## config.mk

```make
export PLATFORM = sky130hd
export DESIGN_NAME = uart_tx_framer
export DESIGN_NICKNAME = d
export VERILOG_FILES = /design/src/rtl/uart_pkg.sv /design/src/rtl/uart_baud_gen.sv /design/src/rtl/uart_tx_framer.sv
export SDC_FILE = /design/constraint.sdc
export NUM_CORES = 1
export LEC_CHECK = 0
export BUFFER_PORTS_ARGS = -buffer_cell sky130_fd_sc_hd__buf_4
export CAP_MARGIN = 20
export CELL_PAD_IN_SITES_DETAIL_PLACEMENT = 2
export CELL_PAD_IN_SITES_GLOBAL_PLACEMENT = 2
export CORE_UTILIZATION = 30
export CTS_BUF_LIST = sky130_fd_sc_hd__clkbuf_4 sky130_fd_sc_hd__clkbuf_8 sky130_fd_sc_hd__clkbuf_16
export CTS_CLUSTER_SIZE = 25
export DETAILED_ROUTE_END_ITERATION = 12
export HOLD_SLACK_MARGIN = 0.12
export PLACE_DENSITY_LB_ADDON = 0.1
export REMOVE_ABC_BUFFERS = 1
export SLEW_MARGIN = 20
export SYNTH_ARGS = -nofsm -noshare
export SYNTH_HDL_FRONTEND = slang
export SYNTH_SLANG_ARGS = --single-unit
```

## constraint.sdc

```tcl
create_clock -name clk -period 4.5 [get_ports clk]
set_input_delay 0.225 -clock clk [delete_from_list [all_inputs] [get_ports clk]]
set_output_delay 0.225 -clock clk [all_outputs]
set_load 0.03 [all_outputs]
```

## src/rtl/uart_pkg.sv

```systemverilog
// Frame layout and TX state encoding, shared by the transmit and receive UART paths.
package uart_pkg;

    localparam int FRAME_W    = 11;
    localparam int START_IDX  = 0;
    localparam int DATA_LSB   = 1;
    localparam int DATA_MSB   = 8;
    localparam int PARITY_IDX = 9;
    localparam int STOP_IDX   = 10;

    typedef enum logic [1:0] {
        IDLE = 2'd0,
        SEND = 2'd1,
        DONE = 2'd2
    } tx_state_t;

    function automatic logic calc_parity(input logic [7:0] data, input logic odd);
        return odd ? ~^data : ^data;
    endfunction

    // Bit 0 goes on the wire first: start, data LSB-first, parity, stop.
    function automatic logic [FRAME_W-1:0] build_frame(input logic [7:0] data, input logic odd);
        return {1'b1, calc_parity(data, odd), data, 1'b0};
    endfunction

endpackage

```

## src/rtl/uart_baud_gen.sv

```systemverilog
// Bit-period counter: bit_tick marks the last clock of each CLKS_PER_BIT-cycle bit.
module uart_baud_gen #(
    parameter int CLKS_PER_BIT = 434
) (
    input  logic clk,
    input  logic reset,
    input  logic clear,
    output logic bit_tick
);

    localparam int CNT_W = (CLKS_PER_BIT > 1) ? $clog2(CLKS_PER_BIT) : 1;
    localparam logic [CNT_W-1:0] TERM = CNT_W'(CLKS_PER_BIT - 1);

    logic [CNT_W-1:0] cnt_q;
    logic [CNT_W-1:0] cnt_d;

    assign bit_tick = (cnt_q == TERM) && !clear;

    always_comb begin
        cnt_d = cnt_q + CNT_W'(1);
        if (clear || bit_tick) begin
            cnt_d = '0;
        end
    end

    always_ff @(posedge clk or posedge reset) begin
        if (reset) begin
            cnt_q <= '0;
        end else begin
            cnt_q <= cnt_d;
        end
    end

endmodule

```

## src/rtl/uart_tx_framer.sv

```systemverilog
// UART transmitter: latches a byte into an 11-bit frame and shifts it out LSB-first.
module uart_tx_framer
    import uart_pkg::*;
#(
    parameter int CLKS_PER_BIT = 434,
    parameter int PARITY_ODD   = 0
) (
    input  logic       clk,
    input  logic       reset,
    input  logic       tx_start,
    input  logic [7:0] tx_data,
    output logic       tx_ready,
    output logic       tx_busy,
    output logic       tx_done,
    output logic       tx_serial
);

    tx_state_t            state_q;
    logic [FRAME_W-1:0]   shift_q;
    logic [3:0]           idx_q;
    logic                 bit_tick;
    logic                 baud_clear;

    // Counter is held at zero outside SEND so the first bit gets a full period.
    assign baud_clear = (state_q != SEND);

    uart_baud_gen #(
        .CLKS_PER_BIT(CLKS_PER_BIT)
    ) u_baud (
        .clk      (clk),
        .reset    (reset),
        .clear    (baud_clear),
        .bit_tick (bit_tick)
    );

    always_ff @(posedge clk or posedge reset) begin
        if (reset) begin
            state_q <= IDLE;
            shift_q <= '1;
            idx_q   <= '0;
        end else begin
            case (state_q)
                IDLE: begin
                    if (tx_start) begin
                        shift_q <= build_frame(tx_data, PARITY_ODD != 0);
                        idx_q   <= '0;
                        state_q <= SEND;
                    end
                end
                SEND: begin
                    if (bit_tick) begin
                        shift_q <= {1'b1, shift_q[FRAME_W-1:1]};
                        if (idx_q == 4'(STOP_IDX)) begin
                            idx_q   <= '0;
                            state_q <= DONE;
                        end else begin
                            idx_q <= idx_q + 4'd1;
                        end
                    end
                end
                DONE: begin
                    state_q <= IDLE;
                end
                default: begin
                    state_q <= IDLE;
                end
            endcase
        end
    end

    // The fill-with-ones shift leaves the register all-ones outside SEND,
    // so its LSB is the line level in every state, including under reset.
    assign tx_serial = shift_q[0];
    assign tx_ready  = (state_q == IDLE);
    assign tx_busy   = !tx_ready;
    assign tx_done   = (state_q == DONE);

endmodule

```

=== Yosys cells after proc, flatten, opt, wreduce, memory -nomap -nowiden ===
Cells that the tools add are included.
W data, S select, Z words.

* Logic and storage cells: 35
* Register bits after elaboration: 26
* Bits of input ports: 11
* Output and inout bits: 4

* Add/subtract/negate cells: 2
* Multiplexer cells: 12
* Reductions and logical operators: 9
* Equal/unequal tests: 8

{| class="wikitable"
|+ Operators with widths
! kind !! count
|-
| $mux W11 || 2
|-
| $pmux W11 S2 || 1
|-
| $mux W4 || 3
|-
| $add A9 B1 Y9 const B || 1
|-
| $eq A9 B9 Y1 const B || 1
|-
| $mux W9 || 1
|-
| $pmux W4 S2 || 1
|-
| $reduce_xor A8 Y1 || 1
|-
| $mux W2 || 3
|-
| $reduce_and A3 Y1 || 2
|-
| $add A4 B1 Y4 const B || 1
|-
| $eq A4 B4 Y1 const B || 1
|-
| $ne A2 B1 Y1 const B || 2
|-
| $ne A2 B2 Y1 const B || 2
|-
| $pmux W2 S2 || 1
|-
| $eq A2 B1 Y1 const B || 1
|-
| $eq A2 B2 Y1 const B || 1
|-
| $logic_not A1 Y1 || 2
|-
| $logic_not A2 Y1 || 1
|-
| $reduce_bool A2 Y1 || 1
|-
| $logic_and A1 B1 Y1 || 1
|-
| $logic_or A1 B1 Y1 || 1
|}

=== Logic depth before layout (Yosys ltp) ===
* Depth in word-level cells: 5
* Depth in mapped cells: 7

=== Modules after synthesis ===
From an unflattened synthesis, not the netlist that was laid out.

* Cell total of the unflattened synthesis: 136
* Area total of the unflattened synthesis: 1,353.8 µm²

{| class="wikitable"
|+ Modules (own cells, without submodules)
! module !! area an instance (µm²) !! seq. area each (µm²) !! times used !! cells an instance
|-
| uart_tx_framer || 863.3 || 412.9 || 1 || 87
|-
| uart_baud_gen || 490.5 || 225.2 || 1 || 49
|}

=== Worst setup path before layout ===
OpenSTA, ideal clock, no wires.

* Kind: reg-to-reg
* Start point: reg u_baud.cnt_q[1]
* End point: reg idx_q[1]
* Buffers on the path: 1
* Setup time: 0.125 ns
* Arrival time: 1.460 ns
* Data required time: 4.375 ns
* Stages on the path, launching flop included: 8
* Path slack: 2.915 ns
* Cell sequence: dfrtp_1 > inv_1 > ha_1 > and2b_2 > nand4_2 > a21oi_4 > buf_12 > mux2_4

* Cells in the longest elaborated chain, start to end: 4

{| class="wikitable"
|+ RTL lines
! what !! RTL line !! RTL
|-
| start: declaration || uart_baud_gen.sv:14 || <nowiki>logic [CNT_W-1:0] cnt_q;</nowiki>
|-
| start signal: assignment || uart_baud_gen.sv:30 || <nowiki>cnt_q <= cnt_d;</nowiki>
|-
| $eq A9 B9 Y1 || uart_baud_gen.sv:17 || <nowiki>assign bit_tick = (cnt_q == TERM) && !clear;</nowiki>
|-
| $logic_and A1 B1 Y1 || uart_baud_gen.sv:17 ||
|-
| $ne A2 B1 Y1 (no line) || -- ||
|-
| $reduce_and A3 Y1 (no line) || -- ||
|-
| end signal: assignment || uart_tx_framer.sv:57 || <nowiki>idx_q <= idx_q + 4'd1;</nowiki>
|-
| end: declaration || uart_tx_framer.sv:20 || <nowiki>logic [3:0] idx_q;</nowiki>
|}

No other way between the ends.
A chain may end at the register's enable or synchronous reset.

=== Worst setup path after layout ===
* Start point: reg u_baud.cnt_q[1]
* End point: reg shift_q[7]

* Cells in the longest elaborated chain, start to end: 4

{| class="wikitable"
|+ RTL lines
! what !! RTL line !! RTL
|-
| $eq A9 B9 Y1 || uart_baud_gen.sv:17 ||
|-
| $logic_and A1 B1 Y1 || uart_baud_gen.sv:17 ||
|-
| $ne A2 B1 Y1 (no line) || -- ||
|-
| $reduce_and A3 Y1 (no line) || -- ||
|-
| end signal: assignment || uart_tx_framer.sv:45 || <nowiki>shift_q <= build_frame(tx_data, PARITY_ODD != 0);</nowiki>
|-
| end signal: assignment || uart_tx_framer.sv:52 || <nowiki>shift_q <= {1'b1, shift_q[FRAME_W-1:1]};</nowiki>
|-
| end: declaration || uart_tx_framer.sv:19 || <nowiki>logic [FRAME_W-1:0] shift_q;</nowiki>
|}

No other way between the ends.

==> results.md <==
* Overall die width at 69.5 µm
* Post-Place Setup Slack at 2590 ps
* Static leakage at 0.661 nW
* Final setup TNS at 0 ps
* YS warnings at 0
* Cell area after layout at 1560 µm²
* Buf+Inv Stages, Crit Path at 1
* Status: complete, no violations
* Multi-input combinational cell area at 672 µm²
* Tcrit/Tclk final at 41.6%
* Hold Path Class: primary input to flip-flop
* Max Cap Viol at 0
* Worst slew pin tran at 930 ps
* Worst setup margin at 2630 ps
* First-pass GRT wire length at 4980 µm
* Diodes inserted at 0
* Synthesized instance count at 116
* HPWL after DPL at 2040 µm
* RSZ-0062 raised after global routing: false
* Power per cell area at 262 nW/µm²
* Synth Register Bits at 25
* Area Overhead vs Synth at 14.1%
* CP Data Required Time at 4710 ps
* Initial antenna violation count at 0
* Clock transition at the registers of the reported paths at 90 ps
* CP Max Fanout at 14
* Initial Util at 31.2%
* Tot GR Track Use at 13.1%
* I/O Buffers at 14
* Final #Nets at 148
* Critical Path End Type: flip-flop
* Final hold vios at 0
* Worst setup SP type: flip-flop
* Fmax at 534 MHz
* CTS Sinks at 25
* CP Class: flip-flop to flip-flop
* Num CTS Buffers at 3
* Top delay family on crit path: compound AO/OA/AOI/OAI gates
* Average via count per standard cell at 4.82
* DR DRC count at 0
* Layout cells sized above 1 at 40.9%
* Worst skew pair latency at 270 ps
* Clk_skew at 2.97 ps
* Worst slew margin at 37.6%
* Clk buf depth at 2
* DIE AREA at 4840 µm²
* Initial DRT Pass Iterations at 2
* FF/Latch Area at 638 µm²
* Fill count at 484
* Post-CTS sizing at 0
* Layout Utilization at 35.6%
* Io pins at 15
* Root Buffer Master: clkbuf_8
* Peak supply drop at 0.000124 V
* Design Power at 0.000409 W
* H-tree Lvls at 1
* Std-Cell Rows at 24
* Routed wire per std cell at 15.2 µm
* Worst-path cell chain: inv_1, ha_1, and2b_2, nand4_2, a21oi_4, mux2_2
* Routability cong. at 0.729
* Syn_area_per_cell at 11.8 µm²
* Number of global-route vias before repair at 1013
* Routed WL at 2800 µm
* Post CTS Setup Buffer Count at 0
* Fin crit period at 1870 ps
* Placed Area at 1500 µm²
* Largest net degree at the start of global routing at 26
* Data arrival, critical path at 2080 ps
* Die Ht at 69.5 µm
* Final setup viols at 0
* Max-slew violations at 0
* First DRT Iteration DRCs at 7
* Yosys cell types at 32
* Global route total overflow at 0
* Slowest library cell on the worst path: a21oi_4
* Post-synthesis sequential area ratio at 46.6%
* Core Area at 4380 µm²
* CTS tree: yes
* Biggest cell delay along the critical path at 500 ps
* Number of routed nets with antenna violations at 0
* Vias at 887
* Mapped Area at 1370 µm²
[report_power, final]
group / switching (W) / internal (W)
Clock: 0.0000737 / 0.0000695
Combinational: 0.0000136 / 0.0000192
Sequential: 0.00000188 / 0.000231
[cell families (layout without fill, tap and decap cells)]
kind of cell               after synthesis  in the layout  synth area share (%)
AOI/OAI and AO/OA                        9              9                  5.03
xor gates and xnor gates                14             14                  8.96
adders and majority gates                4              4                  3.66
buffers and inverters                    9             25                  4.30
DFF                                     25             25                  46.6
muxes                                   18             18                  16.1
and+or+nand+nor                         37             37                  15.4
[sequential cells by signal, indices dropped and copies added (netlist names)]
register / cells
state_q: 2
u_baud.cnt_q: 9
idx_q: 4
shift_q: 10
[stage by stage]
| stage | cells | hold slack (ps) |
|---|---|---|
| finish | 184 | 239 |
| floorplan | 113 | 245 |
| detailed placement | 179 | 469 |
| global placement | 179 | 459 |
| CTS | 183 | 225 |
| global route | 184 | 261 |
[cell usage in the layout (no fill, tap or decap), types with 5 or more instances in the layout]
cell type,netlist,routed
mux2_2,12,12
buf_4,0,14
nor2_1,12,12
dfstp_2,10,10
inv_1,6,5
xnor2_1,11,11
nand3_1,5,5
mux2_4,5,5
dfrtp_1,15,15
[final cells by class]
type / count / share of cell area, %
multi-input cells: 82 / 43.0
clock buffers: 4 / 3.12
repair buffers: 15 / 7.37
flip-flops and latches: 25 / 40.9
inverters: 6 / 1.44
well taps: 52 / 4.17
[Yosys cell counts, drive strengths merged]
cell	number	area share (%)
o21ai	2	0.73
and3	4	1.9
ha	4	3.7
nor3	1	0.37
xor2	3	1.9
and4	1	0.73
and4bb	1	0.91
nand2b	3	1.4
nor2	12	3.3
and2b	1	0.64
dfstp	10	19
nand3	5	1.8
mux2i	1	0.73
dfrtp	15	27
buf	3	2.7
inv	6	1.6
nand2	4	1.1
a21oi	1	1.2
mux2	17	15
xnor2	11	7.0
and2	1	0.55
nand4	1	0.91
o21a	1	0.55
nor2b	2	1.1
a31oi	4	1.8
or2b	1	0.64
o22a	1	0.73
[metal layers]
metal	part of all wire, %	global-route usage, %	wire length [µm]	up-vias
met4	1.9	6.12	54	0
met5	0	0	0	-
met2	49	22.5	1370	11
met1	46	16.2	1300	448
met3	2.5	1.89	71	4
li1	-	-	-	424
[final timing paths]
| check | slack, ps | from | depth (start not counted) | end |
|---|---|---|---|---|
| worst max-delay path | 2630 | u_baud.cnt_q[1]$_DFF_PP0_ | 6 | shift_q[7]$_DFFE_PP1P_ |
| worst min-delay path | 240 | tx_start | 3 | state_q[0]$_DFFE_PP0P_ |
| worst max register to register | 2630 | u_baud.cnt_q[1]$_DFF_PP0_ | 6 | shift_q[7]$_DFFE_PP1P_ |
| worst min register to register | 480 | shift_q[0]$_DFFE_PP1P_ | 2 | shift_q[0]$_DFFE_PP1P_ |
| max in group asynchronous | 3470 | reset | 3 | u_baud.cnt_q[6]$_DFF_PP0_ |
| min in group asynchronous | 600 | reset | 3 | idx_q[2]$_DFFE_PP0P_ |
[worst register-to-register path: stages, from the launching register on]
cell and delay (ps):
dfrtp_1 410, inv_1 70, ha_1 140, and2b_2 150
nand4_2 130, a21oi_4 500, mux2_2 400
[what timing repair did]
action,in CTS,in global routing
setup endpoints to repair,0,0
hold buffers,0,1
endpoints found under the hold margin,0,15
Note: power is estimated with default switching activity, not from simulation.
